## config.mk

```make
export PLATFORM = sky130hd
export DESIGN_NAME = obstacle_spawn_scheduler
export DESIGN_NICKNAME = d
export VERILOG_FILES = /design/src/rtl/dino_pkg.sv /design/src/rtl/lfsr8_galois.sv /design/src/rtl/obstacle_spawn_scheduler.sv
export SDC_FILE = /design/constraint.sdc
export NUM_CORES = 1
export LEC_CHECK = 0
export ABC_AREA = 0
export BUFFER_PORTS_ARGS = -buffer_cell sky130_fd_sc_hd__buf_2
export CAP_MARGIN = 40
export CELL_PAD_IN_SITES_DETAIL_PLACEMENT = 1
export CELL_PAD_IN_SITES_GLOBAL_PLACEMENT = 2
export CORE_UTILIZATION = 33
export CTS_CLUSTER_DIAMETER = 150
export DETAILED_ROUTE_END_ITERATION = 10
export PLACE_DENSITY_LB_ADDON = 0.1
export SKIP_LAST_GASP = 1
export SLEW_MARGIN = 20
export SYNTH_ARGS = -nofsm -noshare
export SYNTH_HDL_FRONTEND = slang
export SYNTH_SLANG_ARGS = --single-unit
```

## constraint.sdc

```tcl
create_clock -name clk -period 5.7 [get_ports clk]
set_input_delay 0.285 -clock clk [delete_from_list [all_inputs] [get_ports clk]]
set_output_delay 0.285 -clock clk [all_outputs]
set_load 0.05 [all_outputs]
```

## src/rtl/dino_pkg.sv

```systemverilog
// dino_pkg: shared types and constants for the dino-game obstacle logic.
//   spawn_state_t  - obstacle spawn scheduler FSM states
//   LFSR_TAPS      - Galois feedback mask for the 8-bit obstacle LFSR
//   TYPE_*         - spawn_type encodings seen by the obstacle renderer
//   lfsr_next()    - one Galois LFSR step
package dino_pkg;

  typedef enum logic [1:0] {
    ST_IDLE  = 2'd0,
    ST_LOAD  = 2'd1,
    ST_COUNT = 2'd2,
    ST_SPAWN = 2'd3
  } spawn_state_t;

  localparam logic [7:0] LFSR_TAPS = 8'hB8;

  localparam logic [1:0] TYPE_CACTUS_SMALL = 2'd0;
  localparam logic [1:0] TYPE_CACTUS_LARGE = 2'd1;
  localparam logic [1:0] TYPE_BIRD_LOW     = 2'd2;
  localparam logic [1:0] TYPE_BIRD_HIGH    = 2'd3;

  function automatic logic [7:0] lfsr_next(input logic [7:0] v);
    return v[0] ? ((v >> 1) ^ LFSR_TAPS) : (v >> 1);
  endfunction

endpackage

```

## src/rtl/lfsr8_galois.sv

```systemverilog
// lfsr8_galois: 8-bit Galois LFSR, steps once per cycle with adv high.
//   clk   - clock
//   rst_n - async active-low reset, loads seed (0 is replaced by 8'h01)
//   adv   - advance enable
//   seed  - reset value (expected to be a constant tie-off)
//   q     - current LFSR state
module lfsr8_galois
  import dino_pkg::*;
(
  input  logic       clk,
  input  logic       rst_n,
  input  logic       adv,
  input  logic [7:0] seed,
  output logic [7:0] q
);

  logic [7:0] r_q;
  logic [7:0] w_seed;

  // An all-zero state would lock the LFSR up forever.
  assign w_seed = (seed == 8'h00) ? 8'h01 : seed;

  always_ff @(posedge clk or negedge rst_n) begin
    if (!rst_n)   r_q <= w_seed;
    else if (adv) r_q <= lfsr_next(r_q);
  end

  assign q = r_q;

endmodule

```

## src/rtl/obstacle_spawn_scheduler.sv

```systemverilog
// obstacle_spawn_scheduler: after each spawn, loads a pseudo-random gap,
// counts it down in frame ticks, then raises a spawn request held until
// the obstacle renderer accepts it.
//   clk           - clock
//   rst_n         - async active-low reset
//   game_tick     - one-cycle pulse per frame
//   run           - game running; low aborts the schedule back to IDLE
//   speed         - difficulty 0..3, shifts the random part of the gap down
//   spawn_ready   - consumer accepts a spawn
//   spawn_valid   - spawn request (registered, held until accepted)
//   spawn_type    - obstacle kind, stable while spawn_valid is high
//   gap_remaining - countdown value (debug)
module obstacle_spawn_scheduler
  import dino_pkg::*;
#(
  parameter int         GAP_W   = 9,
  parameter int         MIN_GAP = 120,
  parameter logic [7:0] SEED    = 8'hA5
) (
  input  logic             clk,
  input  logic             rst_n,
  input  logic             game_tick,
  input  logic             run,
  input  logic [1:0]       speed,
  input  logic             spawn_ready,
  output logic             spawn_valid,
  output logic [1:0]       spawn_type,
  output logic [GAP_W-1:0] gap_remaining
);

  // Wide enough that neither MIN_GAP nor a full 8-bit LFSR value wraps
  // before the saturation compare.
  localparam int SUM_W = ((GAP_W > 8) ? GAP_W : 8) + 1;
  localparam logic [GAP_W-1:0] GAP_MAX = '1;

  spawn_state_t     r_state, w_nxt;
  logic [GAP_W-1:0] r_cnt;
  logic             r_valid;
  logic [1:0]       r_type;

  logic [7:0]       w_lfsr;
  logic             w_adv;
  logic [7:0]       w_shift;
  logic [SUM_W-1:0] w_sum;
  logic [GAP_W-1:0] w_gap;

  lfsr8_galois u_lfsr (
    .clk   (clk),
    .rst_n (rst_n),
    .adv   (w_adv),
    .seed  (SEED),
    .q     (w_lfsr)
  );

  // Gap from the pre-advance LFSR value; saturating add keeps it in range.
  // MIN_GAP >= 1 guarantees a non-zero gap.
  assign w_shift = w_lfsr >> speed;
  assign w_sum   = SUM_W'(MIN_GAP) + SUM_W'(w_shift);
  assign w_gap   = (w_sum > SUM_W'(GAP_MAX)) ? GAP_MAX : w_sum[GAP_W-1:0];

  // LFSR steps only on a LOAD that actually commits (run still high).
  assign w_adv = (r_state == ST_LOAD) && run;

  always_comb begin
    w_nxt = r_state;
    case (r_state)
      ST_IDLE:  w_nxt = ST_LOAD;
      ST_LOAD:  w_nxt = ST_COUNT;
      ST_COUNT: if (game_tick && r_cnt == GAP_W'(1)) w_nxt = ST_SPAWN;
      ST_SPAWN: if (spawn_ready) w_nxt = ST_LOAD;
      default:  w_nxt = ST_IDLE;
    endcase
    // run low wins in every state, including a same-cycle handshake.
    if (!run) w_nxt = ST_IDLE;
  end

  always_ff @(posedge clk or negedge rst_n) begin
    if (!rst_n) begin
      r_state <= ST_IDLE;
      r_cnt   <= '0;
      r_valid <= 1'b0;
      r_type  <= TYPE_CACTUS_SMALL;
    end else begin
      r_state <= w_nxt;
      case (r_state)
        ST_IDLE: begin
          r_cnt   <= '0;
          r_valid <= 1'b0;
        end
        // Ticks in LOAD are deliberately dropped.
        ST_LOAD: begin
          r_cnt  <= w_gap;
          r_type <= w_lfsr[1:0];
        end
        ST_COUNT: begin
          if (game_tick) begin
            if (r_cnt == GAP_W'(1)) begin
              r_cnt   <= '0;
              r_valid <= 1'b1;
            end else begin
              r_cnt <= r_cnt - GAP_W'(1);
            end
          end
        end
        // Ticks in SPAWN are not banked; the counter stays at 0.
        ST_SPAWN: if (spawn_ready) r_valid <= 1'b0;
        default: begin
          r_cnt   <= '0;
          r_valid <= 1'b0;
        end
      endcase
      // Abort: type is left as-is, LFSR is untouched (w_adv is low).
      if (!run) begin
        r_cnt   <= '0;
        r_valid <= 1'b0;
      end
    end
  end

  assign spawn_valid   = r_valid;
  assign spawn_type    = r_type;
  assign gap_remaining = r_cnt;

endmodule

```

## After elaboration in Yosys (flattened, before gate mapping)

Index checks and enable logic that the tools add are counted.

- Muxes and demuxes: 15
- $mul: 0
- Shifts and indexed selects: 1
- Magnitude comparators: 1
- Reductions and logical operators: 6
- Divide/modulo/power cells: 0
- Bitwise operators: 1
- $add $sub $neg: 2
- Equality and inequality tests: 10

Operator list:

| cell | count |
|---|---|
| two-way mux 9 bit | 4 |
| one-hot mux 9 bit (3 select lines) | 1 |
| inequality test 3 bit (second input constant) | 4 |
| adder 7 x 8 -> 9 bit (first input constant) | 1 |
| equality test 9 x 1 -> 1 bit (second input constant) | 1 |
| greater-than comparator 9 bit (second input constant) | 1 |
| subtractor 9 x 1 -> 9 bit (second input constant) | 1 |
| two-way mux 8 bit | 1 |
| inequality test 4 x 1 -> 1 bit (second input constant) | 2 |
| one-hot mux 2 bit (4 select lines) | 1 |
| right shift 8 x 2 -> 8 bit | 1 |
| two-way mux 2 bit | 3 |
| equality test 2 bit (second input constant) | 2 |
| two-way mux 1 bit | 4 |
| inverter 3 -> 4 bit | 1 |
| AND reduction 2 bit | 2 |
| AND reduction 4 bit | 1 |
| one-hot mux 1 bit (3 select lines) | 1 |
| equality test 2 x 1 -> 1 bit (second input constant) | 1 |
| logical AND 1 bit | 2 |
| zero test 2 bit | 1 |

- RAM bits: 0
- Word-level logic and storage cells: 41
- Bits in latches: 0
- Input port bits: 7
- Memories kept: 0
- ROM bits: 0
- Register bits after elaboration: 22
- Output and inout bits: 12

## Logic depth before layout (Yosys ltp)

Gate-level depths: netlist of the first run.

- Depth in word-level cells: 6
- Gate-level depth with buffers: 10
- Gate-level depth less buffers: 9

## Worst setup path before layout of the first run

Ideal clock, no wire load.

- Path type: reg2reg
- Start point: register r_cnt[1], in the netlist gap_remaining[1]
- End point: register r_cnt[8], in the netlist gap_remaining[8]
- Setup slack: 3457 ps
- Library setup time: 149 ps
- Data required time: 5551 ps
- Arrival time: 2093 ps
- Path buffers: 0
- Stages on the path, launching flop included: 8
- Period minus slack after synthesis: 2243 ps
- Path through: dfrtp_1 -> inv_1 -> ha_1 -> or4b_4 -> or4_4 -> a21oi_1 -> nand2b_1 -> o311ai_1

- Word-level cells in the longest chain between the ends: 5
- Elaborated cells on any way between the ends: 6
- Those cells by class: add/sub: 1; eq/ne: 1; mux: 4

RTL lines:

| element | line | text |
|---|---|---|
| from (decl) | obstacle_spawn_scheduler.sv:37 | `logic [GAP_W-1:0] r_cnt;` |
| from (signal assigned) | obstacle_spawn_scheduler.sv:92 | `r_cnt <= w_gap;` |
| from (signal assigned) | obstacle_spawn_scheduler.sv:101 | `r_cnt <= r_cnt - GAP_W'(1);` |
| subtractor 9 x 1 -> 9 bit / equality test 9 x 1 -> 1 bit (equally long branches) | obstacle_spawn_scheduler.sv:101, obstacle_spawn_scheduler.sv:97 |  |
| two-way mux 9 bit * | obstacle_spawn_scheduler.sv:97 | `if (r_cnt == GAP_W'(1)) begin` |
| two-way mux 9 bit * | obstacle_spawn_scheduler.sv:96 | `if (game_tick) begin` |
| one-hot mux 9 bit (3 select lines) * | obstacle_spawn_scheduler.sv:85 | `case (r_state)` |
| two-way mux 9 bit * | obstacle_spawn_scheduler.sv:113 | `if (!run) begin` |

Mark *: on every way between the ends. The rest lies on a longest branch, timed or not. The select of a mux whose other input is x is not followed.
A chain may end at the register's enable or synchronous reset.

## Final worst setup path of the first run

- Start point: register r_state[1]
- End point: register r_cnt[8], in the netlist gap_remaining[8]

- Word-level cells in the longest chain between the ends: 3
- Elaborated cells on any way between the ends: 8
- Those cells by class: eq/ne: 4; mux: 2; reduce/logical: 2

RTL lines:

| element | line | text |
|---|---|---|
| from (decl) | obstacle_spawn_scheduler.sv:36 | `spawn_state_t r_state, w_nxt;` |
| from (signal assigned) | obstacle_spawn_scheduler.sv:84 | `r_state <= w_nxt;` |
| equality test 2 bit, or another cell as far along | obstacle_spawn_scheduler.sv:85 |  |
| one-hot mux 9 bit (3 select lines), or another cell as far along | obstacle_spawn_scheduler.sv:85 |  |
| two-way mux 9 bit / AND reduction 2 bit (equally long branches) | -- |  |

Parallel ways exist; a longest one is shown, timed or not.

==> impl_metrics.json, run 1 <==
{
  "worstSetupPathType": "register to register",
  "ctsResizeCount": 0,
  "postRouteAntennaNets": 0,
  "synth_edf_count": 0,
  "yosysWarningCount": 0,
  "ys_types": 42,
  "worstSkewPairLatency_ns": 0.27,
  "dieArea_um2": 4860,
  "gp_congestion": 0.801,
  "power_leakage_nw": 0.775,
  "cts_buffers": 3,
  "numClockSinks": 22,
  "core_area_um2": 4380,
  "synth_top_area_share_pct": 29.8,
  "hold_buffers": 1,
  "antenna_found_initial": 0,
  "dr.pass1.iters": 3,
  "io_buffers": 18,
  "setup_violations": 0,
  "die_h_um": 69.7,
  "dp_hpwl_um": 3000,
  "switchingPower_w": 0.000275,
  "tns_ns": 0,
  "crit_path_end_kind": "register",
  "grt_pass1_wl_um": 6790,
  "fillers": 537,
  "seq_area_frac_synth_pct": 36.7,
  "layout_commonest_cell": "o21ai_0",
  "drt_wl_total_um": 3980,
  "final-hold-violation-count": 0,
  "fin_worst_skew_ns": 0.0131,
  "p_sw_share_pct": 45.0,
  "overflow": 0,
  "clkPwrFrac_pct": 17.1,
  "antenna_cells": 0,
  "p_comb_share_pct": 49.8,
  "fmax_ghz": 0.449,
  "p_int_w": 0.000337,
  "cts_tree": "done",
  "die_w_um": 69.7,
  "hold-path-cell-count": 3,
  "p_seq_share_pct": 33.1,
  "tightest_slew_ns": 0.680,
  "start_util_pct": 34.5,
  "synth_largest_area_cell": "dfrtp_1",
  "vias": 1274,
  "p_per_area_nw_per_um2": 361,
  "clkTransAtPathRegs_ns": 0.09,
  "htreeDepth": 1,
  "mostFrequentLayoutCells": "o21ai_0 (23), dfrtp_1 (18), buf_2 (18)",
  "async_flop_share_pct": 100,
  "critical_path_peak_fanout": 11,
  "grt_pass1_vias": 1370,
  "crit_required_ns": 5.86,
  "utilization_pct": 38.7,
  "worstPathArrival_ns": 2.39,
  "status": "complete, no violations",
  "grt_use_total_pct": 17.5,
  "cts_buffer_depth": 2,
  "period_minus_slack_ns": 2.23,
  "drv_cap": 0,
  "synth_seq_cells": 22,
  "routedWlPerCell_um": 17.1,
  "layout.nets": 197,
  "pin_count": 19,
  "rows": 24,
  "syn_avg_cell_area_um2": 9.17,
  "syn2layout_area_growth_pct": 12.1,
  "ys.flop_type": "dfrtp_1",
  "hp-class": "input port to register",
  "root_buffer": "clkbuf_8",
  "netlist_area_um2": 1510,
  "ir_drop_v": 0.000172,
  "synthTopCellsByArea": "dfrtp_1 (30%), o21ai_0 (7.6%), dfstp_2 (6.9%)",
  "grt_max_degree": 23,
  "drv_slew": 0,
  "drive_gt1_share_pct": 21.0,
  "postSynthCellCount": 165,
  "drc_errors": 0,
  "rr_worst_depth": 7,
  "slew_headroom_pct": 54.6,
  "post_cts_buffers": 0,
  "initialDrtViolationCount": 30,
  "syn_nets": 180,
  "rsz0062_at_grt": "no",
  "crit_path_start_kind": "register",
  "via_per_inst": 5.47,
  "fin_crit_sh_pct": 39.1
}
==> path summary, 6_finish.rpt <==
| check | start | end | slack, ns |
|---|---|---|---|
| setup / recovery | r_state[1] | gap_remaining[8] | 3.47 |
| hold / removal | run | r_state[1] | 0.35 |
| setup reg to reg | r_state[1] | gap_remaining[8] | 3.47 |
| hold reg to reg | spawn_type[0] | spawn_type[0] | 0.52 |
| max in group asynchronous | rst_n | u_lfsr.q[0] | 4.81 |
| min in group asynchronous | rst_n | gap_remaining[6] | 0.51 |
==> per-stage QoR <==
step / worst slack (ns) / hold slack [ns] / std cells / area [µm²] / power [W]
after floorplan: 3.46 / -0.0106 / 165 / 1510 / 0.000431
after global placement: 3.39 / 0.288 / 228 / 1640 / 0.000505
after detailed placement: 3.30 / 0.296 / 228 / 1640 / 0.000511
after CTS: 3.46 / 0.353 / 233 / 1700 / 0.000619
after global routing: 3.29 / 0.359 / 233 / 1700 / 0.000658
final: 3.47 / 0.353 / 233 / 1700 / 0.000612
==> power by group through the flow <==
stage / registers [W] / logic (W) / clock network [W]
6_report: 0.000202 / 0.000305 / 0.000104
5_1_grt: 0.000206 / 0.000337 / 0.000115
4_1_cts: 0.000203 / 0.000307 / 0.000109
3_5_place_dp: 0.000206 / 0.000305 / 0
3_3_place_gp: 0.000204 / 0.000301 / 0
2_1_floorplan: 0.000243 / 0.000188 / 0
==> synthesized netlist by cell type (2+ instances only) <==
library cell,n
nor2b_1,5
xnor2_1,4
a211o_1,2
mux2i_1,6
inv_1,6
nor4_1,2
nor3_1,3
nor3b_1,2
dfstp_2,4
mux2_2,9
nor2_1,10
o21ai_0,23
nand2_1,16
dfrtp_1,18
clkbuf_1,6
nand2b_1,7
a21oi_1,8
ha_1,8
nand4_1,3
==> flip-flops by register name (all words and copies together) (netlist names) <==
| signal | flops |
|---|---|
| r_state | 2 |
| u_lfsr.q | 8 |
| spawn_valid | 1 |
| spawn_type | 2 |
| gap_remaining | 9 |
==> area by class of cell <==
type	count	area, µm²	share of cell area (%)
flip-flops and latches	22	556	32.8
clock buffers	4	45.0	2.66
inverters	6	22.5	1.33
repair buffers	19	100	5.90
multi-input cells	130	907	53.5
well taps	52	65.1	3.84
==> worst max-delay path: stages, from the launching register on <==
cell      delay, ns
dfrtp_1        0.41
inv_1          0.08
ha_1           0.32
or3_1          0.44
a21boi_1       0.54
a21oi_1        0.06
nand2b_1       0.17
o311ai_1       0.08
==> routing by layer <==
| metal | part of all wire [%] | global-route usage [%] | wire length [µm] |
|---|---|---|---|
| met5 | 0 | 0 | 0 |
| met4 | 1.4 | 4.00 | 55 |
| met3 | 2.6 | 2.76 | 104 |
| met2 | 45 | 29.1 | 1810 |
| met1 | 51 | 23.9 | 2020 |
==> logic make-up (layout without fill, tap and decap cells) <==
family | Yosys count | after routing | synth area share, %
and+or+nand+nor | 57 | 57 | 21.0
AOI/OAI and AO/OA | 44 | 44 | 17.3
DFF | 22 | 22 | 36.7
muxes | 16 | 16 | 12.2
buffers and inverters | 13 | 29 | 3.31
adders and majority gates | 8 | 8 | 6.62
xor gates and xnor gates | 5 | 5 | 2.89
No activity file was read; power rests on OpenSTA's default activity.
==> inputs of run 2 (changes only) <==
ABC_AREA = 1   (was 0)
CORE_UTILIZATION = 32   (was 33)
clock period = 2.1 ns   (was 5.7 ns; I/O delays follow)
==> impl_metrics.json, run 2 <==
{
  "antenna_found_initial": 0,
  "yosys.area_share.adder_pct": 6.72,
  "critical_path_peak_fanout": 9,
  "final-hold-violation-count": 0,
  "crit_path_start_kind": "register",
  "worstSkewPairLatency_ns": 0.26,
  "synth_top_area_share_pct": 30.3,
  "ys.flop_type": "dfrtp_1",
  "pre_cts_ws_ns": 0.275,
  "cp_slowest_stage_delay_ns": 0.41,
  "syn_nets": 223,
  "synth_compound_area_share_pct": 12.4,
  "ys_types": 24,
  "layout_commonest_cell": "nand2_1",
  "seq_area_frac_synth_pct": 37.3,
  "drive_gt1_share_pct": 16.9,
  "gp_congestion": 0.826,
  "worstSetupPathType": "register to register",
  "period_minus_slack_ns": 1.82,
  "die_w_um": 70.2,
  "slew_headroom_pct": 65.1,
  "overflow": 0,
  "largest_register_ffs": 9,
  "synth_mux_area_share_pct": 0,
  "layout.nets": 241,
  "core_area_um2": 4410,
  "async_flop_share_pct": 100,
  "syn_avg_cell_area_um2": 7.16,
  "crit_top_cell": "inv_2",
  "crit_family": "buffers and inverters",
  "fmax_ghz": 0.550,
  "synthSimpleGateAreaFrac_pct": 30.2,
  "postRouteAntennaNets": 0,
  "dp_hpwl_um": 3190,
  "p_per_area_nw_per_um2": 1490,
  "crit_required_ns": 2.29,
  "rsz0062_at_grt": "no",
  "rows": 24,
  "fin_crit_sh_pct": 86.5,
  "synth_top_family_by_area": "simple AND/OR/NAND/NOR gates",
  "cts_tree": "done",
  "power_leakage_nw": 0.860,
  "tightest_slew_ns": 0.523,
  "numClockSinks": 22,
  "synth.most_common_cell": "nand2_1",
  "cts_buffer_depth": 2,
  "start_util_pct": 33.7,
  "worstPathArrival_ns": 2.00,
  "worstPathCellList": "inv_1, ha_1, inv_2, nand3_1, nand2_2, inv_2, nand3_1, inv_2, nand2_1, o21ai_1",
  "via_per_inst": 5.03,
  "initialDrtViolationCount": 56,
  "ir_drop_v": 0.000465,
  "status": "complete, no violations",
  "yosysWarningCount": 0,
  "tns_ns": 0,
  "hp-class": "input port to register",
  "io_buffers": 18,
  "mostFrequentLayoutCells": "nand2_1 (56), nand3_1 (27), o21ai_0 (23)",
  "synth_edf_count": 0,
  "setup_violations": 0,
  "die_h_um": 70.2,
  "grt_use_total_pct": 18.3,
  "vias": 1392,
  "dr.pass1.iters": 4,
  "clkTransAtPathRegs_ns": 0.08,
  "drc_errors": 0,
  "synth_largest_area_cell": "dfrtp_1",
  "drv_cap": 0,
  "worst-path-buf-inv": 4,
  "routedWlPerCell_um": 14.6,
  "netlist_area_um2": 1490,
  "htreeDepth": 1,
  "syn2layout_area_growth_pct": 12.1,
  "pin_count": 19,
  "crit_path_end_kind": "register",
  "synth_seq_cells": 22,
  "grt_pass1_vias": 1485,
  "fin_cells": 277,
  "fin_worst_skew_ns": 0.00618,
  "drt_wl_total_um": 4040,
  "synth_xor_area_share_pct": 4.12,
  "root_buffer": "clkbuf_8",
  "cpMaxStageDelayCell": "dfrtp_1",
  "postSynthCellCount": 208,
  "ctsResizeCount": 0,
  "synth_commonest_cells": "nand2_1 (56), nand3_1 (27), o21ai_0 (23), inv_1 (21), dfrtp_1 (18)",
  "dieArea_um2": 4930,
  "fin_ws_ns": 0.283,
  "synthTopCellsByArea": "dfrtp_1 (30%), nand2_1 (14%), nand3_1 (9.1%)",
  "fillers": 575,
  "antenna_cells": 0,
  "drv_slew": 0,
  "placedCellCount": 272,
  "cts_buffers": 3,
  "grt_max_degree": 23,
  "grt_pass1_wl_um": 7240
}
-- run 2: through the flow --
| stage | total power [W] | hold slack, ns | utilization [%] | cell area, µm² |
|---|---|---|---|---|
| floorplan | 0.00183 | -0.191 | - | 1490 |
| global placement | 0.00216 | 0.106 | 36.3 | 1600 |
| detailed placement | 0.00219 | 0.122 | 36.3 | 1600 |
| CTS | 0.00252 | 0.174 | 37.8 | 1670 |
| global route | 0.00273 | 0.207 | 37.8 | 1670 |
| finish | 0.00249 | 0.185 | 37.8 | 1670 |
-- run 2: worst reg2reg max path, cell delays in order (launching register included) --
cell,delay [ns]
dfrtp_1,0.41
inv_1,0.11
ha_1,0.35
inv_2,0.15
nand3_1,0.13
nand2_2,0.10
inv_2,0.11
nand3_1,0.09
inv_2,0.15
nand2_1,0.07
o21ai_1,0.09
-- run 2: layout make-up --
cell class,count,area (µm²),area share [%]
multi-input combinational,154,796,47.7
sequential,22,556,33.3
clock buffer,4,55.1,3.30
inverter,26,97.6,5.85
tap,52,65.1,3.90
timing repair buffer,19,100,6.00
-- run 2: metal layers --
metal | vias up | share of wire (%) | GRT usage, %
met5 | - | 0 | 0
met1 | 666 | 51 | 25.9
met4 | 0 | 0.59 | 3.33
met3 | 2 | 2.2 | 2.31
li1 | 706 | - | -
met2 | 18 | 46 | 30.1
-- run 2: cell families after synthesis --
group | count (synthesis)
adder cells (fa/ha/maj) | 8
AO/OA/AOI/OAI | 36
flip-flops | 22
AND/OR/NAND/NOR | 103
XOR/XNOR | 7
buffers and inverters | 32
-- run 2: what timing repair did --
action                                 in CTS  in global routing
setup buffers                               0                  0
setup endpoints to repair                   0                  0
hold buffers                                1                  0
endpoints found under the hold margin      18                  0
-- run 2: where the power goes --
group          internal, W  leakage, nW  switching [W]
clock network     0.000167       0.0288       0.000139
logic             0.000434        0.549       0.000993
registers         0.000597        0.282       0.000158
total              0.00120        0.860        0.00129
-- run 2: path summary, 6_finish.rpt --
check,start,end,slack [ns],cells past startpoint
setup / recovery,r_state[1],gap_remaining[5],0.28,10
hold / removal,run,r_state[0],0.18,3
setup reg to reg,r_state[1],gap_remaining[5],0.28,10
hold reg to reg,spawn_valid,spawn_valid,0.50,2
max in group asynchronous,rst_n,u_lfsr.q[2],1.38,2
min in group asynchronous,rst_n,u_lfsr.q[6],0.35,2
==> inputs of run 3 (changes only) <==
CORE_UTILIZATION = 23   (was 32)
==> impl_metrics.json, run 3 (synthesis results as in run 2) <==
{
  "cts_buffers": 3,
  "p_int_w": 0.00130,
  "fin_worst_skew_ns": 0.00350,
  "overflow": 0,
  "switchingPower_w": 0.00130,
  "postRouteAntennaNets": 0,
  "grt_pass1_wl_um": 7380,
  "seqCellArea_um2": 556,
  "hp-class": "input port to register",
  "hold_buffers": 1,
  "dp_hpwl_um": 3280,
  "worstSetupPathType": "register to register",
  "final-hold-violation-count": 0,
  "core_area_um2": 6100,
  "vias": 1414,
  "tightest_slew_ns": 0.550,
  "grt_max_degree": 23,
  "status": "complete, no violations",
  "fin_ws_ns": 0.360,
  "via_per_inst": 4.70,
  "fillers": 783,
  "cts_buffer_depth": 2,
  "pre_cts_ws_ns": 0.350,
  "fin_crit_sh_pct": 82.8,
  "rsz0062_at_grt": "no",
  "p_per_area_nw_per_um2": 1510,
  "multiInputGateArea_um2": 796,
  "antenna_cells": 0,
  "crit_required_ns": 2.29,
  "mostFrequentLayoutCells": "nand2_1 (56), nand3_1 (27), o21ai_0 (23)",
  "rows": 28,
  "worstSkewPairLatency_ns": 0.27,
  "drc_errors": 0,
  "die_h_um": 82.5,
  "fmax_ghz": 0.575,
  "worstPathArrival_ns": 1.93,
  "layout.nets": 242,
  "period_minus_slack_ns": 1.74,
  "crit_path_start_kind": "register",
  "clkPwrFrac_pct": 16.0,
  "critical_path_peak_fanout": 9,
  "drive_gt1_share_pct": 17.3,
  "power_leakage_nw": 0.872,
  "htreeDepth": 1,
  "cts_tree": "done",
  "clkTransAtPathRegs_ns": 0.09,
  "setup_violations": 0,
  "syn2layout_area_growth_pct": 15.6,
  "p_comb_share_pct": 54.9,
  "root_buffer": "clkbuf_8",
  "p_seq_share_pct": 29.1,
  "routedWlPerCell_um": 13.8,
  "gp_congestion": 0.845,
  "largest_register_ffs": 9,
  "slew_headroom_pct": 63.4,
  "io_buffers": 18,
  "grt_pass1_vias": 1506,
  "antenna_found_initial": 0,
  "die_w_um": 82.5,
  "post_dp_cell_area_um2": 1640,
  "numClockSinks": 22,
  "dieArea_um2": 6800,
  "drv_slew": 0,
  "post_cts_buffers": 0,
  "p_sw_share_pct": 50.1,
  "dr.pass1.iters": 4,
  "crit_path_end_kind": "register",
  "grt_use_total_pct": 14.5,
  "total_power_w": 0.00260,
  "drt_wl_total_um": 4150,
  "utilization_pct": 28.2,
  "ir_drop_v": 0.000516,
  "fin_area_um2": 1720,
  "start_util_pct": 24.4,
  "initialDrtViolationCount": 35,
  "ctsResizeCount": 0,
  "tns_ns": 0,
  "layout_commonest_cell": "nand2_1",
  "drv_cap": 0,
  "pin_count": 19
}
==> run 3: cell count changes in the layout (fill, tap and decap cells not counted), sizes merged <==
| cell | previous run | this run |
|---|---|---|
| clkbuf | 4 | 3 |
| buf | 18 | 19 |
| bufinv | 0 | 1 |
==> run 3: power by group through the flow <==
stage                     clock network (W)  logic [W]  registers (W)
after CTS                          0.000427    0.00144       0.000757
after global placement                    0    0.00143       0.000760
after detailed placement                  0    0.00143       0.000765
final                              0.000416    0.00143       0.000755
after global routing               0.000445    0.00162       0.000785
after floorplan                           0   0.000877       0.000953
==> run 3: stage by stage <==
step / hold WS (ns) / instances
3_5_place_dp: 0.140 / 296
3_3_place_gp: 0.131 / 296
6_report: 0.172 / 301
2_1_floorplan: -0.191 / 208
5_1_grt: 0.183 / 301
4_1_cts: 0.170 / 301
==> run 3: worst paths after layout <==
check	startpoint	end	slack [ns]	cells past startpoint
min in group asynchronous	rst_n	spawn_type[0]	0.34	2
worst min register to register	spawn_type[1]	spawn_type[1]	0.51	2
max in group asynchronous	rst_n	u_lfsr.q[5]	1.38	2
worst max-delay path	r_state[0]	gap_remaining[1]	0.36	11
worst min-delay path	run	r_state[0]	0.17	3
worst max register to register	r_state[0]	gap_remaining[1]	0.36	11
==> run 3: per-layer routing <==
metal,global-route usage (%),share of wire [%]
met2,22.4,43
met4,5.26,1.6
met3,2.20,3.2
met1,20.4,52
met5,0,0
==> run 3: area by class of cell <==
type,instances,share of cell area [%]
clock buffer,3,2.40
clock inverter,1,1.74
inverter,26,5.67
multi-input combinational,154,46.2
sequential,22,32.3
tap,75,5.45
timing repair buffer,20,6.25
==> run 3: worst max-delay path: stages (launching register included) <==
cell and delay (ns):
dfrtp_1 0.39, inv_1 0.09, ha_1 0.26, nand2_1 0.12, nor2_1 0.05, inv_1 0.07
nand2_2 0.12, inv_2 0.14, nand3_1 0.10, inv_2 0.18, nand2_1 0.07, o21ai_0 0.08
